### src/rtl/vrb_arb.sv
// vrb_arb: two-master (LSU, IFU) round-robin arbiter onto one shared slave
// bus, one outstanding transaction at a time.
//
// Ports
//   clk, rst_n                   clock, async active-low reset
//   i_lsu_vrb_cmd_* / i_ifu_*    master commands (valid/addr/read/wdata/wmask)
//   o_lsu_vrb_rsp_* / o_ifu_*    per-master response (valid/err/rdata)
//   o_vrb_cmd_*                  registered command to the slave
//   i_vrb_rsp_*                  slave response (valid/err/rdata)
//   o_busy                       transaction in flight
//   o_owner                      current/last owner (0=LSU, 1=IFU)
//
// A grant happens in an IDLE cycle; the slave may answer in the very first
// BUSY cycle. The response is passed straight through to the owner, and the
// FSM always returns to IDLE for at least one cycle afterwards. If TIMEOUT is
// nonzero, a BUSY phase that reaches TIMEOUT silent cycles is closed with an
// error response.
module vrb_arb #(
    parameter int AW      = 32,
    parameter int DW      = 32,
    parameter int TIMEOUT = 255
) (
    input  logic            clk,
    input  logic            rst_n,

    input  logic            i_lsu_vrb_cmd_valid,
    input  logic [AW-1:0]   i_lsu_vrb_cmd_addr,
    input  logic            i_lsu_vrb_cmd_read,
    input  logic [DW-1:0]   i_lsu_vrb_cmd_wdata,
    input  logic [DW/8-1:0] i_lsu_vrb_cmd_wmask,
    output logic            o_lsu_vrb_rsp_valid,
    output logic            o_lsu_vrb_rsp_err,
    output logic [DW-1:0]   o_lsu_vrb_rsp_rdata,

    input  logic            i_ifu_vrb_cmd_valid,
    input  logic [AW-1:0]   i_ifu_vrb_cmd_addr,
    input  logic            i_ifu_vrb_cmd_read,
    input  logic [DW-1:0]   i_ifu_vrb_cmd_wdata,
    input  logic [DW/8-1:0] i_ifu_vrb_cmd_wmask,
    output logic            o_ifu_vrb_rsp_valid,
    output logic            o_ifu_vrb_rsp_err,
    output logic [DW-1:0]   o_ifu_vrb_rsp_rdata,

    output logic            o_vrb_cmd_valid,
    output logic [AW-1:0]   o_vrb_cmd_addr,
    output logic            o_vrb_cmd_read,
    output logic [DW-1:0]   o_vrb_cmd_wdata,
    output logic [DW/8-1:0] o_vrb_cmd_wmask,
    input  logic            i_vrb_rsp_valid,
    input  logic            i_vrb_rsp_err,
    input  logic [DW-1:0]   i_vrb_rsp_rdata,

    output logic            o_busy,
    output logic            o_owner
);

    localparam int MW = DW / 8;
    localparam int CW = (TIMEOUT > 0) ? $clog2(TIMEOUT + 1) : 1;

    typedef enum logic {
        IDLE = 1'b0,
        BUSY = 1'b1
    } state_t;

    state_t         state, state_nxt;
    logic           owner;
    logic           last_grant;     // 0=LSU, 1=IFU
    logic [AW-1:0]  cmd_addr;
    logic           cmd_read;
    logic [DW-1:0]  cmd_wdata;
    logic [MW-1:0]  cmd_wmask;
    logic [CW-1:0]  cnt;

    logic           any_req;
    logic           grant_ifu;
    logic           timeout_hit;
    logic           slave_done;
    logic           rsp_valid;
    logic           rsp_err;
    logic [DW-1:0]  rsp_rdata;

    assign any_req   = i_lsu_vrb_cmd_valid | i_ifu_vrb_cmd_valid;
    // IFU wins when alone, or on a tie when LSU held the previous grant.
    assign grant_ifu = i_ifu_vrb_cmd_valid & (~i_lsu_vrb_cmd_valid | ~last_grant);

    assign timeout_hit = (TIMEOUT != 0) && (cnt == CW'(TIMEOUT));
    assign o_owner     = owner;

    always_ff @(posedge clk or negedge rst_n) begin
        if (!rst_n) begin
            state <= IDLE;
        end else begin
            state <= state_nxt;
        end
    end

    always_comb begin
        state_nxt           = state;
        o_busy              = 1'b0;
        o_vrb_cmd_valid     = 1'b0;
        o_vrb_cmd_addr      = '0;
        o_vrb_cmd_read      = 1'b0;
        o_vrb_cmd_wdata     = '0;
        o_vrb_cmd_wmask     = '0;
        slave_done          = 1'b0;
        rsp_valid           = 1'b0;
        rsp_err             = 1'b0;
        rsp_rdata           = '0;
        o_lsu_vrb_rsp_valid = 1'b0;
        o_lsu_vrb_rsp_err   = 1'b0;
        o_lsu_vrb_rsp_rdata = '0;
        o_ifu_vrb_rsp_valid = 1'b0;
        o_ifu_vrb_rsp_err   = 1'b0;
        o_ifu_vrb_rsp_rdata = '0;

        case (state)
            IDLE: begin
                if (any_req) begin
                    state_nxt = BUSY;
                end
            end
            BUSY: begin
                o_busy          = 1'b1;
                o_vrb_cmd_valid = 1'b1;
                o_vrb_cmd_addr  = cmd_addr;
                o_vrb_cmd_read  = cmd_read;
                o_vrb_cmd_wdata = cmd_wdata;
                o_vrb_cmd_wmask = cmd_wmask;

                // A real slave answer takes priority over a coincident timeout.
                slave_done = i_vrb_rsp_valid;
                rsp_valid  = i_vrb_rsp_valid | timeout_hit;
                rsp_err    = slave_done ? i_vrb_rsp_err   : 1'b1;
                rsp_rdata  = slave_done ? i_vrb_rsp_rdata : '0;

                if (rsp_valid) begin
                    state_nxt = IDLE;
                    if (owner) begin
                        o_ifu_vrb_rsp_valid = 1'b1;
                        o_ifu_vrb_rsp_err   = rsp_err;
                        o_ifu_vrb_rsp_rdata = rsp_rdata;
                    end else begin
                        o_lsu_vrb_rsp_valid = 1'b1;
                        o_lsu_vrb_rsp_err   = rsp_err;
                        o_lsu_vrb_rsp_rdata = rsp_rdata;
                    end
                end
            end
            default: state_nxt = IDLE;
        endcase
    end

    always_ff @(posedge clk or negedge rst_n) begin
        if (!rst_n) begin
            owner      <= 1'b0;
            last_grant <= 1'b1;
            cmd_addr   <= '0;
            cmd_read   <= 1'b0;
            cmd_wdata  <= '0;
            cmd_wmask  <= '0;
            cnt        <= '0;
        end else if (state == IDLE) begin
            if (any_req) begin
                owner      <= grant_ifu;
                last_grant <= grant_ifu;
                cmd_addr   <= grant_ifu ? i_ifu_vrb_cmd_addr  : i_lsu_vrb_cmd_addr;
                cmd_read   <= grant_ifu ? i_ifu_vrb_cmd_read  : i_lsu_vrb_cmd_read;
                cmd_wdata  <= grant_ifu ? i_ifu_vrb_cmd_wdata : i_lsu_vrb_cmd_wdata;
                cmd_wmask  <= grant_ifu ? i_ifu_vrb_cmd_wmask : i_lsu_vrb_cmd_wmask;
                cnt        <= '0;
            end
        end else if (!i_vrb_rsp_valid && !timeout_hit) begin
            cnt <= cnt + 1'b1;
        end
    end

endmodule

### config.mk
export PLATFORM = sky130hd
export DESIGN_NAME = vrb_arb
export DESIGN_NICKNAME = d
export VERILOG_FILES = /design/src/rtl/vrb_arb.sv
export SDC_FILE = /design/constraint.sdc
export NUM_CORES = 1
export LEC_CHECK = 0
export CAP_MARGIN = 10
export CORE_AREA = 2 2 124 126
export DETAILED_ROUTE_END_ITERATION = 8
export DIE_AREA = 0 0 126 128
export PLACE_DENSITY = 0.75
export SLEW_MARGIN = 20
export SYNTH_ARGS = -nofsm -noshare
export SYNTH_HDL_FRONTEND = slang
export SYNTH_SLANG_ARGS = --single-unit
### constraint.sdc
create_clock -name clk -period 1.52 [get_ports clk]
set_input_delay 0.152 -clock clk [delete_from_list [all_inputs] [get_ports clk]]
set_output_delay 0.152 -clock clk [all_outputs]
set_load 0.005 [all_outputs]
==> flow_summary.yaml <==
run_status:
  status: "complete, but fails checks"
  violations: "negative setup slack"
critical_path:
  critPathRequiredTime_ns: 1.37
  cp-end-kind: "primary output"
  critPathMaxFanout: 8
  timing_worst_setup_path_type: "flop to primary output"
  crit_end: "o_vrb_cmd_addr[25]"
  r2r_slack_ns: -0.13
  cp.arrival_ns: 1.55
  startpoint: "state"
  reg2reg_from: "state"
  r2r_cells: 7
  reg2reg_to: "cnt[3]"
  cp-start-kind: "flop"
timing:
  fin_ws_ns: -0.186
  clock_skew_ns: 0.00470
  hold_violations: 0
  timing.final.crit_share_pct: 112
  max_slew_margin_pct: 64.4
  setup_violations: 149
  finalMaxSlewViolations: 0
  fmax_mhz: 586
  worst_slew_pin_slew_ns: 0.532
  rsz0062_at_grt: "yes"
  period_needed_ns: 1.71
floorplan:
  io_pins: 316
  die_y_um: 128
  rows: 45
  die_width_um: 126
  coreArea_mm2: 0.0149
  initial_core_util_pct: 31.4
  dieArea_mm2: 0.0161
placement:
  port_buffers: 315
  dp_hpwl_um: 12700
  place_congestion: 0.794
  dp.cells: 1062
  placed_cell_area_mm2: 0.00838
global_routing:
  grt_usage_pct: 21.5
  grt_pass1_wl_um: 27200
  grt_overflow: 0
  grt_max_degree: 54
  antenna_found_initial: 0
  grt_pass1_vias: 5096
drt:
  vias: 5406
  wl_per_cell_um: 17.7
  wirelength_um: 20300
  dr.pass1.iters: 4
  drt_iter0_markers: 164
  ant_nets: 0
  drcViolationCount: 0
  viasPerCell: 4.71
pwr:
  leakage_uw: 0.00462
  ir_worst_vdd_mv: 0.570
  powerDensity_mw_per_mm2: 1320
synth:
  synth_area_leaders: "dfrtp_1 (42%), mux2i_1 (15%), and2_1 (9.3%)"
  ys_ff_latch: 80
  synth_top_area_cell: "dfrtp_1"
  synth-seq-area-share_pct: 43.0
  ys_warn_count: 0
  syn_inst: 550
  yosysUniqueCellTypes: 33
  netlist_area_mm2: 0.00466
  synth_top_area_share_pct: 42.4
  post_synth.cell_area_avg_um2: 8.47
  synth_nets: 727
layout:
  fillers: 1198
  final_common_cell: "clkdlybuf4s50_1"
  fin_nets: 1131
  final_cells: 1147
  layout_common_cells: "clkdlybuf4s50_1 (174), nand2_1 (104), dfrtp_1 (78), mux2i_1 (69), buf_2 (69)"
  drive_gt1_share_pct: 34.1
  area_growth_pct: 108
  antenna_cells: 0
  final_cell_area_mm2: 0.00969
job:
  drv_cap: 0
clock_tree:
  cts_tree: "done"
  cts.sinks: 80
  htree_levels: 3
  clockBufferDepth: 2
  clk_latency_ns: 0.33
  cts_buffers: 9
  cts.clk_slew.worst_paths_ns: 0.06
  cts_root_buffer: "clkbuf_16"
worst_hold_path:
  hp-class: "primary input to asynchronous set/reset pin"
[cell families after synthesis]
family | Yosys count | synth area share, %
xor+xnor | 2 | 0.376
compound gates | 87 | 10.1
buf+inv | 48 | 5.58
flops | 80 | 43.0
mux | 70 | 15.0
fa+ha+maj | 1 | 0.268
simple gates | 262 | 25.6
[cell type report]
class / count / area (um2) / share of cell area [%]
clock inverter: 3 / 90.1 / 0.930
tap: 188 / 235 / 2.43
sequential: 80 / 2000 / 20.7
timing repair buffer: 434 / 4300 / 44.4
inverter: 4 / 27.5 / 0.284
clock buffer: 13 / 240 / 2.48
multi-input combinational: 425 / 2790 / 28.8
[cell usage after synthesis, drive strengths merged]
master / count
xnor2: 1
dfstp: 1
a21o: 2
nand3: 8
nand2: 105
o221ai: 1
o2bb2ai: 1
dfrtp: 79
inv: 4
o21ai: 76
buf: 19
clkbuf: 25
or3: 2
a31oi: 1
nand2b: 2
mux2i: 70
a22o: 1
nor2: 72
a21oi: 3
xor2: 1
a21boi: 1
a211o: 1
nand4: 1
nor2b: 1
and2: 70
nor3: 1
ha: 1
[registers in the layout, indices dropped and copies added, names as in the netlist]
signal,cells
cmd_wmask,4
cmd_wdata,32
o_owner,1
cnt,8
state,1
cmd_addr,32
cmd_read,1
last_grant,1
[repair_timing]
item,4_1_cts,5_1_grt
setup endpoints to repair,141,214
pin swaps,25,15
gates resized for setup,531,138
gates cloned,8,23
hold endpoints to repair,18,0
hold buffers,1,0
buffers inserted,28,11
[per-stage QoR]
step                      TNS [ns]  hold WS (ns)  utilization [%]  total power (uW)  worst slack, ns
final                       -11.14         0.264             65.2             12800           -0.186
after global routing        -20.00         0.304             65.2             13500           -0.218
after CTS                   -11.74         0.260             60.7             11700           -0.182
after detailed placement    -25.07        0.0708             56.4              8500           -0.489
after global placement      -23.79        0.0680             56.4              8420           -0.518
after floorplan                  0        -0.144                -              5400            0.112
[how the worst min path moves through the flow]
stage           from  slack [ns]  depth (start not counted)            to
2_1_floorplan  rst_n       -0.14                          0   cmd_addr[0]
3_3_place_gp   rst_n        0.07                          1  cmd_addr[30]
3_5_place_dp   rst_n        0.07                          1  cmd_wdata[0]
4_1_cts        rst_n        0.26                          2  cmd_wdata[0]
5_1_grt        rst_n        0.30                          2  cmd_wdata[0]
6_report       rst_n        0.26                          2  cmd_wdata[0]
[report_power, final]
part | switching (uW) | internal, uW | leakage, uW
sequential | 420 | 2920 | 0.000990
combinational | 2950 | 4080 | 0.00348
clock | 819 | 1610 | 0.000158
total | 4190 | 8610 | 0.00462
[per-layer routing]
| metal | global-route usage (%) | wire [um] |
|---|---|---|
| met1 | 23.4 | 7270 |
| met5 | 0 | 0 |
| met2 | 41.0 | 11100 |
| met4 | 5.82 | 541 |
| met3 | 5.68 | 1390 |
[worst max-delay path: stages, from the launching register on]
cell and delay [ns]:
dfrtp_2 0.42, buf_6 0.13, buf_12 0.15, buf_12 0.14, buf_16 0.12, and2_1 0.12
buf_2 0.13
Power figures use the tool's default switching activity.
